[src/rtl/readback_pkg.sv]
`default_nettype none
// ============================================================================
//  Module   : readback_pkg
//  Purpose  : Shared types and constants for the SRAM readback engine:
//             burst state encoding, per-word byte counts, address and
//             count widths, and the last-byte-index helper.
//  Revision : 1.0  initial release
// ============================================================================
package readback_pkg;

    // Burst sequencing states
    typedef enum logic [1:0] {
        IDLE = 2'd0,
        READ = 2'd1,
        WAIT = 2'd2,
        EMIT = 2'd3
    } rb_state_t;

    localparam int SYN_BYTES  = 4;
    localparam int NEUR_BYTES = 16;
    localparam int SYN_AW     = 13;
    localparam int CNT_W      = 14;
    localparam int IDX_W      = 4;

    // Index of the final byte of a word for the selected memory
    function automatic logic [IDX_W-1:0] last_index(input logic neur_sel);
        return neur_sel ? IDX_W'(NEUR_BYTES - 1) : IDX_W'(SYN_BYTES - 1);
    endfunction

endpackage
`default_nettype wire

[src/rtl/rb_word_serializer.sv]
`default_nettype none
// ============================================================================
//  Module   : rb_word_serializer
//  Purpose  : Holds one fetched SRAM word (synaptic words zero-extended to
//             128 bits) and presents it one byte at a time, LSB byte first.
//             Flags the final byte of the word for the selected memory.
//  Revision : 1.0  initial release
// ============================================================================
module rb_word_serializer
    import readback_pkg::*;
(
    input  logic         clk,
    input  logic         rst,
    input  logic         i_load,
    input  logic         i_neur_sel,
    input  logic [31:0]  i_syn_word,
    input  logic [127:0] i_neur_word,
    input  logic         i_advance,
    output logic [7:0]   o_byte,
    output logic         o_last_byte
);

    logic [127:0]     r_word;
    logic [IDX_W-1:0] r_idx;
    logic             r_neur;

    // Capture a new word with index 0, or step the byte index on each accept
    always_ff @(posedge clk) begin
        if (rst) begin
            r_word <= '0;
            r_idx  <= '0;
            r_neur <= 1'b0;
        end else if (i_load) begin
            r_word <= i_neur_sel ? i_neur_word : {96'h0, i_syn_word};
            r_idx  <= '0;
            r_neur <= i_neur_sel;
        end else if (i_advance) begin
            r_idx  <= o_last_byte ? '0 : r_idx + 1'b1;
        end
    end

    assign o_byte      = r_word[{r_idx, 3'b000} +: 8];
    assign o_last_byte = (r_idx == last_index(r_neur));

endmodule
`default_nettype wire

[src/rtl/sram_readback_engine.sv]
`default_nettype none
// ============================================================================
//  Module   : sram_readback_engine
//  Purpose  : Burst reader for the synaptic (32b) or neuron-state (128b)
//             SRAM. Each word is fetched with a one-cycle select, captured
//             the following cycle, then streamed out byte by byte with a
//             valid/ready handshake. Addresses wrap per memory size.
//  Options  : READBACK_CHECKSUM_EN - enables the running 16-bit byte sum on
//             CHECKSUM; when undefined CHECKSUM is constant zero.
//  Revision : 1.0  initial release
// ============================================================================
module sram_readback_engine
    import readback_pkg::*;
#(
    parameter int N = 256,
    parameter int M = 8
) (
    input  logic              CLK,
    input  logic              RST_sync,
    input  logic              REQ_VALID,
    output logic              REQ_READY,
    input  logic              REQ_MEM_SEL,
    input  logic [SYN_AW-1:0] REQ_ADDR,
    input  logic [CNT_W-1:0]  REQ_COUNT,
    input  logic              ABORT,
    output logic              RB_SYNARRAY_CS,
    output logic [SYN_AW-1:0] RB_SYNARRAY_ADDR,
    input  logic [31:0]       SYNARRAY_RDATA,
    output logic              RB_NEURMEM_CS,
    output logic [M-1:0]      RB_NEURMEM_ADDR,
    input  logic [127:0]      NEUR_STATE,
    output logic [7:0]        BYTE_DATA,
    output logic              BYTE_VALID,
    input  logic              BYTE_READY,
    output logic              BYTE_LAST,
    output logic              BUSY,
    output logic              DONE,
    output logic [15:0]       CHECKSUM
);

    rb_state_t         r_state;
    logic              r_neur_sel;
    logic [SYN_AW-1:0] r_syn_addr;
    logic [M-1:0]      r_neur_addr;
    logic [CNT_W-1:0]  r_words_left;
    logic              r_syn_cs;
    logic              r_neur_cs;
    logic              r_byte_valid;
    logic              r_busy;
    logic              r_done;
    logic              r_req_ready;

    logic              w_req_accept;
    logic              w_byte_accept;
    logic              w_last_byte;
    logic              w_final_word;
    logic              w_word_done;
    logic [M-1:0]      w_neur_addr_next;
    logic [7:0]        w_byte;

    assign w_req_accept     = REQ_VALID & r_req_ready;
    assign w_byte_accept    = r_byte_valid & BYTE_READY;
    assign w_final_word     = (r_words_left == CNT_W'(1));
    assign w_word_done      = w_byte_accept & w_last_byte;
    assign w_neur_addr_next = (r_neur_addr == M'(N - 1)) ? '0 : r_neur_addr + 1'b1;

    // Burst sequencer: request accept, select pulse, capture, byte emission
    always_ff @(posedge CLK) begin
        if (RST_sync) begin
            r_state      <= IDLE;
            r_neur_sel   <= 1'b0;
            r_syn_addr   <= '0;
            r_neur_addr  <= '0;
            r_words_left <= '0;
            r_syn_cs     <= 1'b0;
            r_neur_cs    <= 1'b0;
            r_byte_valid <= 1'b0;
            r_busy       <= 1'b0;
            r_done       <= 1'b0;
            r_req_ready  <= 1'b1;
        end else begin
            r_done <= 1'b0;
            if (ABORT && (r_state != IDLE)) begin
                r_state      <= IDLE;
                r_syn_cs     <= 1'b0;
                r_neur_cs    <= 1'b0;
                r_byte_valid <= 1'b0;
                r_busy       <= 1'b0;
                r_req_ready  <= 1'b1;
            end else begin
                case (r_state)
                    IDLE: begin
                        if (w_req_accept) begin
                            r_neur_sel   <= REQ_MEM_SEL;
                            r_syn_addr   <= REQ_ADDR;
                            r_neur_addr  <= REQ_ADDR[M-1:0];
                            r_words_left <= REQ_COUNT;
                            if (REQ_COUNT == '0) begin
                                r_done <= 1'b1;
                            end else begin
                                r_state     <= READ;
                                r_syn_cs    <= ~REQ_MEM_SEL;
                                r_neur_cs   <= REQ_MEM_SEL;
                                r_busy      <= 1'b1;
                                r_req_ready <= 1'b0;
                            end
                        end
                    end
                    READ: begin
                        r_state   <= WAIT;
                        r_syn_cs  <= 1'b0;
                        r_neur_cs <= 1'b0;
                    end
                    WAIT: begin
                        r_state      <= EMIT;
                        r_byte_valid <= 1'b1;
                    end
                    EMIT: begin
                        if (w_word_done) begin
                            r_byte_valid <= 1'b0;
                            if (w_final_word) begin
                                r_state     <= IDLE;
                                r_busy      <= 1'b0;
                                r_req_ready <= 1'b1;
                                r_done      <= 1'b1;
                            end else begin
                                r_state      <= READ;
                                r_words_left <= r_words_left - 1'b1;
                                r_syn_addr   <= r_syn_addr + 1'b1;
                                r_neur_addr  <= w_neur_addr_next;
                                r_syn_cs     <= ~r_neur_sel;
                                r_neur_cs    <= r_neur_sel;
                            end
                        end
                    end
                    default: begin
                        r_state <= IDLE;
                    end
                endcase
            end
        end
    end

    rb_word_serializer u_serializer (
        .clk         (CLK),
        .rst         (RST_sync),
        .i_load      (r_state == WAIT),
        .i_neur_sel  (r_neur_sel),
        .i_syn_word  (SYNARRAY_RDATA),
        .i_neur_word (NEUR_STATE),
        .i_advance   (w_byte_accept),
        .o_byte      (w_byte),
        .o_last_byte (w_last_byte)
    );

`ifdef READBACK_CHECKSUM_EN
    logic [15:0] r_checksum;

    // Running sum of accepted bytes, restarted on every accepted request
    always_ff @(posedge CLK) begin
        if (RST_sync) begin
            r_checksum <= '0;
        end else if (w_req_accept) begin
            r_checksum <= '0;
        end else if (w_byte_accept) begin
            r_checksum <= r_checksum + {8'h00, w_byte};
        end
    end

    assign CHECKSUM = r_checksum;
`else
    assign CHECKSUM = 16'h0000;
`endif

    assign REQ_READY        = r_req_ready;
    assign RB_SYNARRAY_CS   = r_syn_cs;
    assign RB_SYNARRAY_ADDR = r_syn_addr;
    assign RB_NEURMEM_CS    = r_neur_cs;
    assign RB_NEURMEM_ADDR  = r_neur_addr;
    assign BYTE_DATA        = w_byte;
    assign BYTE_VALID       = r_byte_valid;
    assign BYTE_LAST        = r_byte_valid & w_last_byte & w_final_word;
    assign BUSY             = r_busy;
    assign DONE             = r_done;

endmodule
`default_nettype wire

[config.mk]
export PLATFORM = sky130hd
export DESIGN_NAME = sram_readback_engine
export DESIGN_NICKNAME = d
export VERILOG_FILES = /design/src/rtl/readback_pkg.sv /design/src/rtl/rb_word_serializer.sv /design/src/rtl/sram_readback_engine.sv
export SDC_FILE = /design/constraint.sdc
export NUM_CORES = 1
export LEC_CHECK = 0
export CAP_MARGIN = 20
export CORE_MARGIN = 1.5
export CORE_UTILIZATION = 43
export DETAILED_ROUTE_END_ITERATION = 16
export GPL_TIMING_DRIVEN = 0
export PLACE_DENSITY = 0.83
export SLEW_MARGIN = 20
export SYNTH_ARGS = -nofsm -noshare
export SYNTH_HDL_FRONTEND = slang
export SYNTH_SLANG_ARGS = --single-unit
export TNS_END_PERCENT = 50
[constraint.sdc]
create_clock -name CLK -period 2.9 [get_ports CLK]
set_input_delay 0.58 -clock CLK [delete_from_list [all_inputs] [get_ports CLK]]
set_output_delay 0.58 -clock CLK [all_outputs]
set_load 0.01 [all_outputs]
==> results of run 1 <==
-- cell type report --
class / count / area share
clock inverters: 14 / 0.01352
plain buffers: 87 / 0.04600
inverters: 8 / 0.002515
diodes: 1 / 0.0002096
multi-input cells: 559 / 0.3747
clock buffers: 18 / 0.03678
repair buffers: 242 / 0.2019
flip-flops and latches: 177 / 0.2971
well taps: 260 / 0.02724
-- synth_stat cells, drive strengths merged (5+ instances only) --
library cell  instances  area (um2)
or4                   6       48.80
a31oi                11       68.82
nor3                 21       120.1
dfxtp               177        3543
nor2                 68       257.8
clkbuf               49       183.9
nand4                 7       43.79
a22oi                 9       67.56
a21oi                27       135.1
mux4                 40       900.9
nor4                 13       87.58
a211oi               36       270.3
nand3                20       112.6
ha                    9       112.6
nand2b                5       31.28
and3                  5       31.28
o21ai                14       70.06
a22o                 97       849.6
buf                  38       231.5
a32oi                 8       70.07
inv                   7       26.28
mux2i                43       430.4
nand2                39       146.4
-- repair_timing --
action,in CTS,in global routing
cloned,1,0
pin swaps,0,2
setup endpoints to repair,9,33
endpoints found under the hold margin,0,0
hold buffers,0,0
resized for setup,81,9
setup buffers,8,5
-- final timing paths --
check                                                           from  slack [ps]                              endpoint  cells after the start
worst max-delay path              u_serializer.r_idx[0]$_SDFFE_PP0N_         -40                          BYTE_DATA[7]                      5
worst min-delay path            u_serializer.r_word[48]$_SDFFE_PP0P_         470  u_serializer.r_word[48]$_SDFFE_PP0P_                      1
worst max register to register               r_state[0]$_SDFFE_PP0P_           0       RB_NEURMEM_ADDR[2]$_SDFFE_PP0P_                      8
worst min register to register  u_serializer.r_word[48]$_SDFFE_PP0P_         470  u_serializer.r_word[48]$_SDFFE_PP0P_                      1
-- metal layers --
layer  share of wire  track usage  routed length, um  vias up
met5               0            0                  0        -
met4           0.038       0.1194               1058        0
met3           0.097      0.07201               2714       72
met2            0.48       0.4387              13280      512
met1            0.39       0.3551              10820     3868
li1                -            -                  -     3699
-- flip-flops by register name (all words and copies together), names as in the netlist --
register / flops
BUSY: 1
BYTE_VALID: 1
DONE: 1
RB_NEURMEM_ADDR: 8
RB_NEURMEM_CS: 1
RB_SYNARRAY_ADDR: 13
RB_SYNARRAY_CS: 1
REQ_READY: 1
r_neur_sel: 1
r_state: 2
r_words_left: 14
u_serializer.r_idx: 4
u_serializer.r_neur: 1
u_serializer.r_word: 128
-- power by group through the flow --
stage          sequential [W]  clock (W)  combinational (W)
5_1_grt               0.00331    0.00248            0.00413
4_1_cts               0.00324    0.00236            0.00367
6_report              0.00325    0.00235            0.00386
3_3_place_gp          0.00327          0            0.00349
2_1_floorplan         0.00323          0            0.00220
3_5_place_dp          0.00328          0            0.00356
-- cell families after synthesis --
family,Yosys count,synth area share
adder cells (fa/ha/maj),9,0.01344
flip-flops,177,0.4229
AND/OR/NAND/NOR,210,0.1283
other,1,0.0004476
buffers and inverters,95,0.05317
AO/OA/AOI/OAI,241,0.2228
multiplexers,83,0.1589
-- cell usage in the layout (no fill, tap or decap), types with 5 or more instances in the layout --
cell,count
a211oi_1,36
a21oi_1,27
a22o_1,97
a22oi_1,9
a31oi_1,11
a32oi_1,8
and3_1,5
buf_1,9
buf_12,5
buf_2,10
buf_4,27
buf_6,7
clkbuf_1,44
clkbuf_16,19
clkdlybuf4s50_1,219
conb_1,16
dfxtp_1,175
ha_1,9
inv_1,7
inv_6,5
mux2i_1,43
mux4_2,40
nand2_1,39
nand2b_1,5
nand3_1,19
nand4_1,7
nor2_1,66
nor3_1,17
nor4_1,12
o21ai_0,11
-- worst max-delay path: cells and delay by family, from the launching register on --
kind	cells	cell delay [ps]
flip-flops	1	350
multiplexers	2	1010
buffers and inverters	3	560
-- through the flow --
stage | hold slack [ps] | power, W | setup slack (ps)
2_1_floorplan | 437.1 | 0.005431 | 26.26
3_3_place_gp | 450.3 | 0.006754 | -989.8
3_5_place_dp | 454.8 | 0.006842 | -959.7
4_1_cts | 474.6 | 0.009262 | -73.84
5_1_grt | 487.0 | 0.009916 | -113.8
6_report | 472.3 | 0.009464 | -43.32
==> flow_metrics.tcl, run 1 <==
set metrics [dict create \
    core_mm2 0.01889 \
    ios 245 \
    wirelength_um 27870 \
    syn-cell-area_mm2 0.008378 \
    hold_path_class "reg -> reg" \
    avgSynthCellArea_um2 10.27 \
    fin_nets 1294 \
    grt_max_degree 19 \
    yosysSeqAreaShare 0.4229 \
    grt_setup_unrepaired "yes" \
    postLayoutCoreUtil 0.6321 \
    setup_viol 7 \
    min_period_ps 2943 \
    die_area_mm2 0.02033 \
    violations "negative setup slack" \
    worstMarginPinSlew_ps 1076 \
    synthDistinctLibCells 65 \
    placed_area_mm2 0.01104 \
    drt-wirelength-per-cell_um 20.40 \
    hold_viol 0 \
    clk_latency_ps 440 \
    track_usage 0.2762 \
    critPathRequiredTime_ps 2320 \
    clkSlewWorstSetupHoldPaths_ps 70 \
    final_cell_area_mm2 0.01194 \
    ir_worst_vdd_mv 0.5431 \
    worstSetupPathType "reg -> out" \
    seq_area_mm2 0.003548 \
    place_congestion 0.9100 \
    vias_per_cell 5.967 \
    clkPwrFrac 0.248 \
    combPwrFrac 0.408 \
    grt_pass1_wl_um 42370 \
    cp-end-kind "output port" \
    hpwl_um 20200 \
    finalNonFillerCells 1366 \
    grt_antenna_before_repair 2 \
    maxSlewViolCount 0 \
    worst-path-max-fanout 10 \
    relSlewSlack 0.2793 \
    ant_nets 0 \
    crit_chain "buf_8 > buf_6 > mux4_2 > mux4_2 > clkdlybuf4s15_2" \
    p_leak_nw 4.340 \
    drv_cap 0 \
    first_global_vias 7669 \
    cp-start-kind "flip-flop" \
    cts-root-buf "clkbuf_16" \
    cts_buffers 17 \
    yosys_warnings 0 \
    vias 8151 \
    power_density_mw_per_mm2 792.5 \
    critical_path.most_common_cell "mux4_2" \
    syn2layout_area_growth_pct 42.53 \
    tritoncts "yes" \
    drc_errors 0 \
    cpMaxStageDelayCell "mux4_2" \
    portBuffers 228 \
    start_util 0.4434 \
    dr.pass1.iters 6 \
    p_seq_frac 0.344 \
    rows 50 \
    multiInputGateArea_mm2 0.004474 \
    clock_sinks 177 \
    synth_ff_type "dfxtp_1" \
    n_fill_cell 1498 \
    placedCellCount 1319 \
    synth_enable_flop_cells 0 \
    cp.arrival_ps 2360 \
    die_x_um 142.6 \
    synth_cells 816 \
    p_sw_w 0.003617 \
    cts_buffer_depth 2 \
    finalCritPeriodShare 1.015 \
    htreeDepth 4 \
    clock_skew_ps 14.51 \
    setup_slack_ps -43.32 \
    drive_above_1_share 0.1339 \
    outcome "finished with violations" \
    synthArstFlopShare 0 \
    p_int_w 0.005847 \
    ys_ff_latch 177 \
    die_y_um 142.6 \
    slowest_delay_ps 520 \
    drt_iter0_drc 720 \
    tns_ps -155.4 \
    p_sw_frac 0.3822 \
    fmax_mhz 339.8 \
    grt_overflow 0 \
]
Note: power is estimated with default switching activity, not from simulation.
==> inputs of run 2 (changes only) <==
- HOLD_SLACK_MARGIN: unset -> 0.05
==> results of run 2 <==
The final DEF is identical to that of run 1; final timing and power are the same.
==> inputs of run 3 (changes only) <==
- CORE_UTILIZATION: 43 -> 30
- PLACE_DENSITY: 0.83 -> 0.63
==> run 3 against run 2 <==
  * Count of clock-buffer cells in the layout shrank 1
  * Combinational power grew 5%
  * Global-route usage fell by 7.2 points
  * Die area grew 42%
  * The run still ends with negative setup slack left
  * Wire length grew 6.6%
  * Via count is 2.0% lower
  * Flip-flop and latch count stayed put
  * Highest routed layer unchanged
  * Total power up 2.3%
  * Worst setup slack improved by 6.8 ps
  * Design area rose by 2.9%
==> flow_metrics.tcl, run 3 (synthesis results as in run 1) <==
set metrics [dict create \
    power_density_mw_per_mm2 787.4 \
    cts_buffers 17 \
    cp-start-kind "flip-flop" \
    setup_slack_ps -36.56 \
    setup_viol 4 \
    outcome "finished with violations" \
    core_mm2 0.02718 \
    min-delay-start "u_serializer.r_word[62]$_SDFFE_PP0P_" \
    rows 60 \
    p_seq_frac 0.335 \
    die_x_um 170.1 \
    die_area_mm2 0.02894 \
    syn2layout_area_growth_pct 46.73 \
    drv_cap 0 \
    tritoncts "yes" \
    clock_sinks 177 \
    clock_skew_ps 13.61 \
    violations "negative setup slack" \
    hpwl_um 21870 \
    diodes 0 \
    slowest_delay_ps 540 \
    min_path_cells 1 \
    start_util 0.3083 \
    drc_errors 0 \
    clk_latency_ps 440 \
    worstReg2RegStart "r_state[0]$_SDFFE_PP0P_" \
    portBuffers 228 \
    drive_above_1_share 0.1455 \
    cp.arrival_ps 2360 \
    crit_chain "buf_12 > buf_12 > buf_6 > mux4_2 > mux4_2 > buf_6" \
    dr.pass1.iters 6 \
    p_int_w 0.005907 \
    layout_common_cells "clkdlybuf4s50_1 (219), dfxtp_1 (175), a22o_1 (97), nor2_1 (67)" \
    combPwrFrac 0.418 \
    relSlewSlack 0.4344 \
    critPathRequiredTime_ps 2320 \
    maxSlewViolCount 0 \
    vias 7991 \
    cts_buffer_depth 2 \
    max_flop_register "u_serializer.r_word" \
    track_usage 0.2043 \
    largest_reg_flops 128 \
    htreeDepth 4 \
    finalCritPeriodShare 1.013 \
    hold_viol 0 \
    tns_ps -75.09 \
    clkSlewWorstSetupHoldPaths_ps 80 \
    dpl_worst_slack_ps -1056 \
    dr_wl_met3_um 2032 \
    min_period_ps 2937 \
    routedLengthMet1_um 13150 \
    grt_setup_unrepaired "yes" \
    ir_worst_vdd_mv 0.4109 \
    dr_wl_met2_um 14100 \
    p_sw_w 0.003773 \
    place_congestion 0.8692 \
    path_delay_family "multiplexers" \
    whs_ps 475.6 \
    cp_num_buf_inv 4 \
    top_layer "met4" \
    p_sw_frac 0.3897 \
    reg2reg_depth 7 \
    vias_per_cell 5.356 \
    r2r-end "u_serializer.r_word[63]$_SDFFE_PP0P_" \
    worstMarginPinSlew_ps 848.4 \
    cp-end-kind "output port" \
    grt_overflow 0 \
    postLayoutCoreUtil 0.4523 \
    mostFrequentLayoutCell "clkdlybuf4s50_1" \
    n_fill_cell 2637 \
    fin_nets 1309 \
    grt_antenna_before_repair 0 \
    grt_pass1_wl_um 44800 \
    drt_iter0_drc 742 \
    hold_end "u_serializer.r_word[62]$_SDFFE_PP0P_" \
    clkPwrFrac 0.247 \
    drt-wirelength-per-cell_um 19.90 \
    ant_nets 0 \
    wirelength_um 29700 \
    hold_path_class "reg -> reg" \
    fmax_mhz 340.5 \
    first_global_vias 7629 \
    worst-path-max-fanout 5 \
    p_leak_nw 4.441 \
    worstSetupPathType "reg -> out" \
    cpMaxStageDelayCell "mux4_2" \
    die_y_um 170.1 \
    rrSetupSlack_ps 170 \
    cts-root-buf "clkbuf_16" \
    grt_max_degree 22 \
    ios 245 \
]
-- run 3: cell types whose count changed in the layout (fill, tap and decap cells not counted), moves of 2 or more --
cell and delta:
buf_6 +10, buf_4 +8, buf_2 -4, clkinv_8 +4, inv_6 -4, buf_12 +2, buf_16 +2, inv_12 +2
-- run 3: final cells by class --
class,count,area (um2),share of cell area
multi-input combinational,559,4479,0.3644
sequential,177,3548,0.2887
buffer,87,558.0,0.04539
clock inverter,15,200.2,0.01629
clock buffer,17,425.4,0.03461
tap,372,465.4,0.03786
timing repair buffer,257,2586,0.2104
inverter,8,30.03,0.002443
-- run 3: per-stage QoR --
stage | power, W | std cells | area, um2
global route | 0.01020 | 1492 | 12290
CTS | 0.009430 | 1476 | 12070
detailed placement | 0.006897 | 1431 | 11180
floorplan | 0.005431 | 831 | 8434
finish | 0.009680 | 1492 | 12290
global placement | 0.006855 | 1431 | 11180
-- run 3: worst max-delay path by stage --
stage / from / endpoint / slack (ps) / cells past startpoint
global placement: u_serializer.r_idx[1]$_SDFFE_PP0N_ / BYTE_DATA[4] / -1070 / 6
CTS: u_serializer.r_idx[0]$_SDFFE_PP0N_ / BYTE_DATA[4] / -90 / 5
floorplan: u_serializer.r_idx[0]$_SDFFE_PP0N_ / BYTE_DATA[0] / 30 / 4
global route: u_serializer.r_idx[0]$_SDFFE_PP0N_ / BYTE_DATA[7] / -100 / 6
finish: u_serializer.r_idx[0]$_SDFFE_PP0N_ / BYTE_DATA[7] / -40 / 6
detailed placement: u_serializer.r_idx[1]$_SDFFE_PP0N_ / BYTE_DATA[4] / -1060 / 6
-- run 3: power by group through the flow --
stage          combinational, W  sequential (W)  clock [W]
3_5_place_dp            0.00362         0.00328          0
5_1_grt                 0.00437         0.00330    0.00253
6_report                0.00404         0.00324    0.00240
2_1_floorplan           0.00220         0.00323          0
4_1_cts                 0.00377         0.00323    0.00243
3_3_place_gp            0.00359         0.00327          0
-- run 3: per-layer routing --
metal / GRT usage / vias to the layer above
met1: 0.2761 / 3860
li1: - / 3741
met4: 0.04579 / 0
met5: 0 / -
met3: 0.04116 / 28
met2: 0.3354 / 362
-- run 3: timing repair --
action,in CTS,in global routing
pin swaps,0,4
setup endpoints to repair,11,44
hold buffers,0,0
buffers inserted,10,16
hold endpoints to repair,0,0
gates resized for setup,85,30
gates cloned,3,0
